`config.mk`:
```
export PLATFORM = sky130hd
export DESIGN_NAME = uart_result_tx
export DESIGN_NICKNAME = d
export VERILOG_FILES = /design/src/rtl/uart_pkg.sv /design/src/rtl/uart_result_tx_sync_fifo.sv /design/src/rtl/uart_result_tx.sv
export SDC_FILE = /design/constraint.sdc
export NUM_CORES = 1
export LEC_CHECK = 0
export CORE_MARGIN = 5
export CORE_UTILIZATION = 35
export CTS_BUF_LIST = sky130_fd_sc_hd__clkbuf_2 sky130_fd_sc_hd__clkbuf_4 sky130_fd_sc_hd__clkbuf_8
export DETAILED_ROUTE_END_ITERATION = 10
export DONT_BUFFER_PORTS = 1
export SLEW_MARGIN = 15
export SYNTH_ARGS = -nofsm -noshare
export SYNTH_HDL_FRONTEND = slang
export SYNTH_SLANG_ARGS = --single-unit
export TNS_END_PERCENT = 10
```
`constraint.sdc`:
```
create_clock -name clk -period 3.41 [get_ports clk]
set_clock_uncertainty 0.1 [all_clocks]
set_input_delay 0.682 -clock clk [delete_from_list [all_inputs] [get_ports clk]]
set_output_delay 0.682 -clock clk [all_outputs]
set_load 0.02 [all_outputs]
```
`src/rtl/uart_pkg.sv`:
```
// Shared UART definitions: transmitter FSM encoding plus line constants
// used by both the result transmitter and the load-path receiver.
package uart_pkg;

    typedef enum logic [1:0] {
        ST_IDLE  = 2'd0,
        ST_START = 2'd1,
        ST_DATA  = 2'd2,
        ST_STOP  = 2'd3
    } uart_state_t;

    localparam int         CLKS_PER_BIT_DEFAULT = 434;
    localparam logic [7:0] EOT_BYTE_DEFAULT     = 8'h04;

endpackage

```
`src/rtl/uart_result_tx_sync_fifo.sv`:
```
// Synchronous FIFO with wrap-bit pointers; dout shows the head word
// combinationally whenever the FIFO is not empty.
module sync_fifo #(
    parameter int DATA_W = 16,
    parameter int DEPTH  = 8
) (
    input  logic              clk,
    input  logic              reset,
    input  logic              push,
    input  logic              pop,
    input  logic [DATA_W-1:0] din,
    output logic [DATA_W-1:0] dout,
    output logic              full,
    output logic              empty
);

    localparam int AW = $clog2(DEPTH);

    logic [DATA_W-1:0] mem [DEPTH];
    logic [AW:0]       wr_ptr;
    logic [AW:0]       rd_ptr;
    logic              do_push;
    logic              do_pop;

    assign empty   = (wr_ptr == rd_ptr);
    assign full    = (wr_ptr[AW] != rd_ptr[AW]) && (wr_ptr[AW-1:0] == rd_ptr[AW-1:0]);
    assign do_pop  = pop && !empty;
    // A push into a full FIFO is fine when the head leaves in the same cycle.
    assign do_push = push && (!full || do_pop);
    assign dout    = mem[rd_ptr[AW-1:0]];

    always_ff @(posedge clk) begin
        if (reset) begin
            wr_ptr <= '0;
            rd_ptr <= '0;
        end else begin
            if (do_push) wr_ptr <= wr_ptr + (AW+1)'(1);
            if (do_pop)  rd_ptr <= rd_ptr + (AW+1)'(1);
        end
    end

    always_ff @(posedge clk) begin
        if (do_push && !reset) mem[wr_ptr[AW-1:0]] <= din;
    end

endmodule

```
`src/rtl/uart_result_tx.sv`:
```
// 8N1 transmitter for 16-bit writeback results (high byte first), with a
// trailing EOT byte once the program signals done and the FIFO drains.
module uart_result_tx
    import uart_pkg::*;
#(
    parameter int         CLKS_PER_BIT = CLKS_PER_BIT_DEFAULT,
    parameter int         FIFO_DEPTH   = 8,
    parameter logic [7:0] EOT_BYTE     = EOT_BYTE_DEFAULT
) (
    input  logic        clk,
    input  logic        reset,
    input  logic        result_valid,
    input  logic [15:0] result_data,
    input  logic        done,
    output logic        tx,
    output logic        busy,
    output logic        fifo_full,
    output logic        overflow,
    output logic [1:0]  fsm_state
);

    localparam int            BW        = $clog2(CLKS_PER_BIT);
    localparam logic [BW-1:0] BAUD_LAST = BW'(CLKS_PER_BIT - 1);

    uart_state_t state, state_next;
    logic [BW-1:0] baud_cnt;
    logic [2:0]    bit_idx;
    logic [15:0]   shift_reg;
    logic          byte_hi;
    logic          eot_pending;
    logic          baud_last;
    logic          pop;
    logic          load_word;
    logic          load_eot;
    logic          next_byte;
    logic          fifo_empty;
    logic          push_ok;
    logic [15:0]   fifo_dout;
    logic [7:0]    cur_byte;

    assign baud_last = (baud_cnt == BAUD_LAST);
    assign push_ok   = result_valid && (!fifo_full || pop);
    assign cur_byte  = shift_reg[15:8];
    assign fsm_state = state;

    sync_fifo #(
        .DATA_W(16),
        .DEPTH (FIFO_DEPTH)
    ) u_fifo (
        .clk  (clk),
        .reset(reset),
        .push (push_ok),
        .pop  (pop),
        .din  (result_data),
        .dout (fifo_dout),
        .full (fifo_full),
        .empty(fifo_empty)
    );

    always_comb begin
        state_next = state;
        pop        = 1'b0;
        load_word  = 1'b0;
        load_eot   = 1'b0;
        next_byte  = 1'b0;
        case (state)
            ST_IDLE: begin
                // Queued words always go before the EOT byte.
                if (!fifo_empty) begin
                    pop        = 1'b1;
                    load_word  = 1'b1;
                    state_next = ST_START;
                end else if (eot_pending) begin
                    load_eot   = 1'b1;
                    state_next = ST_START;
                end
            end
            ST_START: if (baud_last) state_next = ST_DATA;
            ST_DATA:  if (baud_last && bit_idx == 3'd7) state_next = ST_STOP;
            ST_STOP: begin
                if (baud_last) begin
                    if (byte_hi) begin
                        next_byte  = 1'b1;
                        state_next = ST_START;
                    end else begin
                        state_next = ST_IDLE;
                    end
                end
            end
            default: state_next = ST_IDLE;
        endcase
    end

    always_ff @(posedge clk) begin
        if (reset) begin
            state       <= ST_IDLE;
            baud_cnt    <= '0;
            bit_idx     <= '0;
            shift_reg   <= '0;
            byte_hi     <= 1'b0;
            eot_pending <= 1'b0;
            overflow    <= 1'b0;
            tx          <= 1'b1;
            busy        <= 1'b0;
        end else begin
            state <= state_next;

            if (state == ST_IDLE || state_next != state || baud_last) baud_cnt <= '0;
            else                                                     baud_cnt <= baud_cnt + BW'(1);

            if (state_next != state)             bit_idx <= '0;
            else if (state == ST_DATA && baud_last) bit_idx <= bit_idx + 3'd1;

            if (load_word) begin
                shift_reg <= fifo_dout;
                byte_hi   <= 1'b1;
            end else if (load_eot) begin
                shift_reg <= {EOT_BYTE, 8'h00};
                byte_hi   <= 1'b0;
            end else if (next_byte) begin
                shift_reg <= {shift_reg[7:0], 8'h00};
                byte_hi   <= 1'b0;
            end

            // A done that lands while EOT is already pending is absorbed.
            if (load_eot)  eot_pending <= 1'b0;
            else if (done) eot_pending <= 1'b1;

            if (result_valid && fifo_full && !pop) overflow <= 1'b1;

            case (state)
                ST_START: tx <= 1'b0;
                ST_DATA:  tx <= cur_byte[bit_idx];
                default:  tx <= 1'b1;
            endcase

            busy <= (state != ST_IDLE) || !fifo_empty || eot_pending;
        end
    end

endmodule
```
==> key figures <==
Finish
  – Layout area overhead: 10.5%
  – # diodes: 0
  – Flip-flop and latch area: 0.00477 mm^2
  – Max FFs per register: 128
  – Fill cells: 1812
  – Layout cells sized above 1: 23.0%
  – Final #Nets: 466
  – Area of the multi-input gates: 0.00200 mm^2

Placed design
  – Dpl hpwl: 8270 um
  – Port bufs: 0
  – Placer Congestion: 0.716
  – Pre-CTS setup slack: 0.948 ns

Logic synthesis
  – Mux contribution to synthesized area: 14.2%
  – Compound-Gate Fraction of Synth Area: 4.11%
  – Post-synth EDFFs: 128
  – Syn_nets: 454
  – Register area share after synthesis: 69.2%
  – Simple-gate share of the synthesized area: 7.13%
  – Post-synthesis area per instance: 16.1 um^2
  – Post-Synth XOR/XNOR Area: 2.42%
  – Main combinational cell family by area after synthesis: multiplexers
  – Mapped Cells: 428
  – Post-Synth Adder-Cell Area: 1.09%
  – Post-synth cell types: 41
  – Top_reg_cell synth: edfxtp_1
  – Cell Area, Synth: 0.00688 mm^2
  – Number of synthesized register bits: 174
  – Ys Warns: 0
  – Asr flop ratio synth: 0%

Critical path
  – Crit Path Max Fanout: 16
  – Stages on worst setup path: 6
  – Crit path from: u_fifo.wr_ptr[1]
  – Worst EP required: 3.45 ns
  – Reg2reg setup slack: 0.96 ns
  – Crit path max-delay family: simple AND/OR/NAND/NOR gates
  – Worst Path Arrival: 2.49 ns
  – Crit-path cells: xnor2_1 > nand4_1 > o21ai_1 > or3b_2 > nor2_1 > buf_4
  – FF-to-FF Start: u_fifo.wr_ptr[1]
  – Crit path buf inv count: 1
  – Worst Path Class, Setup: reg2reg
  – R2R depth: 6
  – Crit-path slowest cell: dfxtp_1
  – Crit start category: register
  – Crit end category: register
  – RR Endpoint: u_fifo.mem[5][2]
  – Worst Setup EP: u_fifo.mem[5][2]
  – Slowest cell delay on critical path: 0.54 ns

GRT
  – Remaining Overflow, GRT: 0
  – Number of global-route vias before repair: 3634
  – First-pass GRT wire length: 20100 um
  – Largest net degree at the start of global routing: 37
  – Total GRT Usage: 12.0%
  – Antenna violations before repair: 0

Timing
  – Setup ws final: 0.956 ns
  – Period utilisation layout: 72.0%
  – Slew Viols, Final: 0
  – Tmin final: 2.45 ns
  – Final hold violation count: 0
  – Setup TNS: 0 ns
  – Max frequency: 0.408 GHz
  – Rel. slew slack: 57.9%
  – Slew @ Worst Pin: 0.626 ns
  – Setup violations, final: 0
  – RSZ-0062 raised after global routing: no

Routing
  – Routed wire per std cell: 17.5 um
  – Drt total wl: 12600 um
  – Total number of vias: 3482
  – Wire length on met3: 599 um
  – Pre-antenna DRT Iters: 4
  – DRT met1 WL: 5770 um
  – Wire length on met2: 6140 um
  – Via-per-instance ratio: 4.85
  – Post-route DRC: 0
  – Antenna Nets Post-Route: 0
  – Max Used Layer: met4
  – First-iteration detailed-routing DRC count: 210

CTS
  – CTS clk-pin slew, worst paths: 0.10 ns
  – Htree depth: 4
  – PostCTS Resize Cnt: 0
  – Inserted Clock Buffers: 17
  – Worst-Skew Late Latency: 0.45 ns
  – Longest Clk Path Bufs: 2
  – Root buffer cell: clkbuf_8
  – CTS Hold Bufs: 0
  – Setup Buffers After CTS: 0
  – CTS tree: built
  – Clk sinks: 174

Flow run
  – Number of max-cap violations: 0

Power and ir drop
  – PD cells: 622 mW/mm^2
  – Max VDD drop: 0.000329 V
  – Pleak: 2.39 nW

Die
  – Starting Density: 35.5%
  – CORE AREA: 0.0194 mm^2
  – Die ar.: 0.0226 mm^2
  – IO Pins: 26
  – Die height: 150 um
  – Die width: 150 um
  – Num rows: 51

Min path
  – Worst Hold Launch: reset
  – Worst hold path class: in2reg

Outcome
  – Status: complete, no violations
## layout by cell type (no fill, tap or decap), types with 3 or more instances in the layout
master,synthesis,routed
edfxtp_1,128,128
nor2_1,59,59
dfxtp_1,46,45
mux4_2,34,34
nand2_1,19,19
clkbuf_8,0,17
buf_4,0,13
xnor2_1,12,12
mux2i_1,12,12
a211oi_1,9,9
o21ai_0,8,8
mux2_2,8,8
a21oi_2,8,8
xor2_1,7,7
inv_1,6,6
ha_1,6,6
inv_6,0,6
a21oi_1,5,5
nand4_1,4,4
or3_1,4,4
nand3_1,4,4
o21ai_1,3,3
## metal layers
metal | global-route usage [%] | vias up
li1 | - | 1645
met1 | 15.8 | 1775
met4 | 3.84 | 0
met2 | 18.9 | 57
met3 | 4.00 | 5
met5 | 0 | -
## synth_stat cells, types with 2 or more instances
cell type	n	area (um^2)
nor2_1	59	221
a21oi_1	5	25.0
mux2i_1	12	120
inv_1	6	22.5
or3_1	4	25.0
xnor2_1	12	105
nand4_1	4	25.0
mux2_2	8	90.1
a31oi_1	2	12.5
a21oi_2	8	70.1
o21ai_1	3	15.0
nor3_1	4	20.0
a211oi_1	9	67.6
mux4_2	34	766
clkbuf_1	10	37.5
buf_6	2	22.5
nand3_1	4	20.0
edfxtp_1	128	3840
dfxtp_1	46	921
o21ai_0	8	40.0
nand2_1	19	71.3
buf_2	9	45.0
ha_1	6	75.1
nand2b_1	2	12.5
xor2_1	7	61.3
a21o_1	2	15.0
## layout make-up
cell class / count / share of cell area [%]
clock buffers: 18 / 3.18
clock inverters: 14 / 1.63
inverters: 6 / 0.296
multi-input cells: 227 / 26.3
flip-flops and latches: 174 / 62.7
well taps: 265 / 4.36
repair buffers: 14 / 1.55
## worst min-delay path by stage
stage / to / slack [ns] / depth (start not counted)
after global routing: shift_reg[3] / 0.15 / 1
after detailed placement: baud_cnt[0] / 0.37 / 1
final: shift_reg[5] / 0.19 / 1
after floorplan: baud_cnt[0] / 0.35 / 1
after CTS: shift_reg[5] / 0.15 / 1
after global placement: baud_cnt[0] / 0.36 / 1
## stage by stage
stage / utilization [%] / area (um^2) / total power, mW / instances / hold WS [ns]
2_1_floorplan: - / 6880 / 3.26 / 428 / 0.345
3_3_place_gp: 37.3 / 7240 / 3.46 / 686 / 0.359
3_5_place_dp: 37.3 / 7240 / 3.48 / 686 / 0.371
4_1_cts: 39.2 / 7600 / 4.80 / 718 / 0.151
5_1_grt: 39.2 / 7600 / 4.99 / 718 / 0.146
6_report: 39.2 / 7600 / 4.73 / 718 / 0.192
## logic make-up after synthesis
logic type               count (synthesis)
flip-flops                             174
AND/OR/NAND/NOR                        107
multiplexers                            54
AO/OA/AOI/OAI                           41
buffers and inverters                   27
XOR/XNOR                                19
adder cells (fa/ha/maj)                  6
## power by group
part | leakage, nW | internal (mW) | switching [mW]
Clock | 0.183 | 0.538 | 0.786
Combinational | 0.674 | 0.438 | 0.428
Sequential | 1.53 | 2.39 | 0.145
## worst register-to-register path: cells and delay by family, from the launching register on
kind                   cells  cell delay (ns)
buffers and inverters      1             0.28
flip-flops                 1             0.54
AO/OA/AOI/OAI              1             0.19
AND/OR/NAND/NOR            3             0.83
XOR/XNOR                   1             0.20
(Power assumes the default switching activity.)
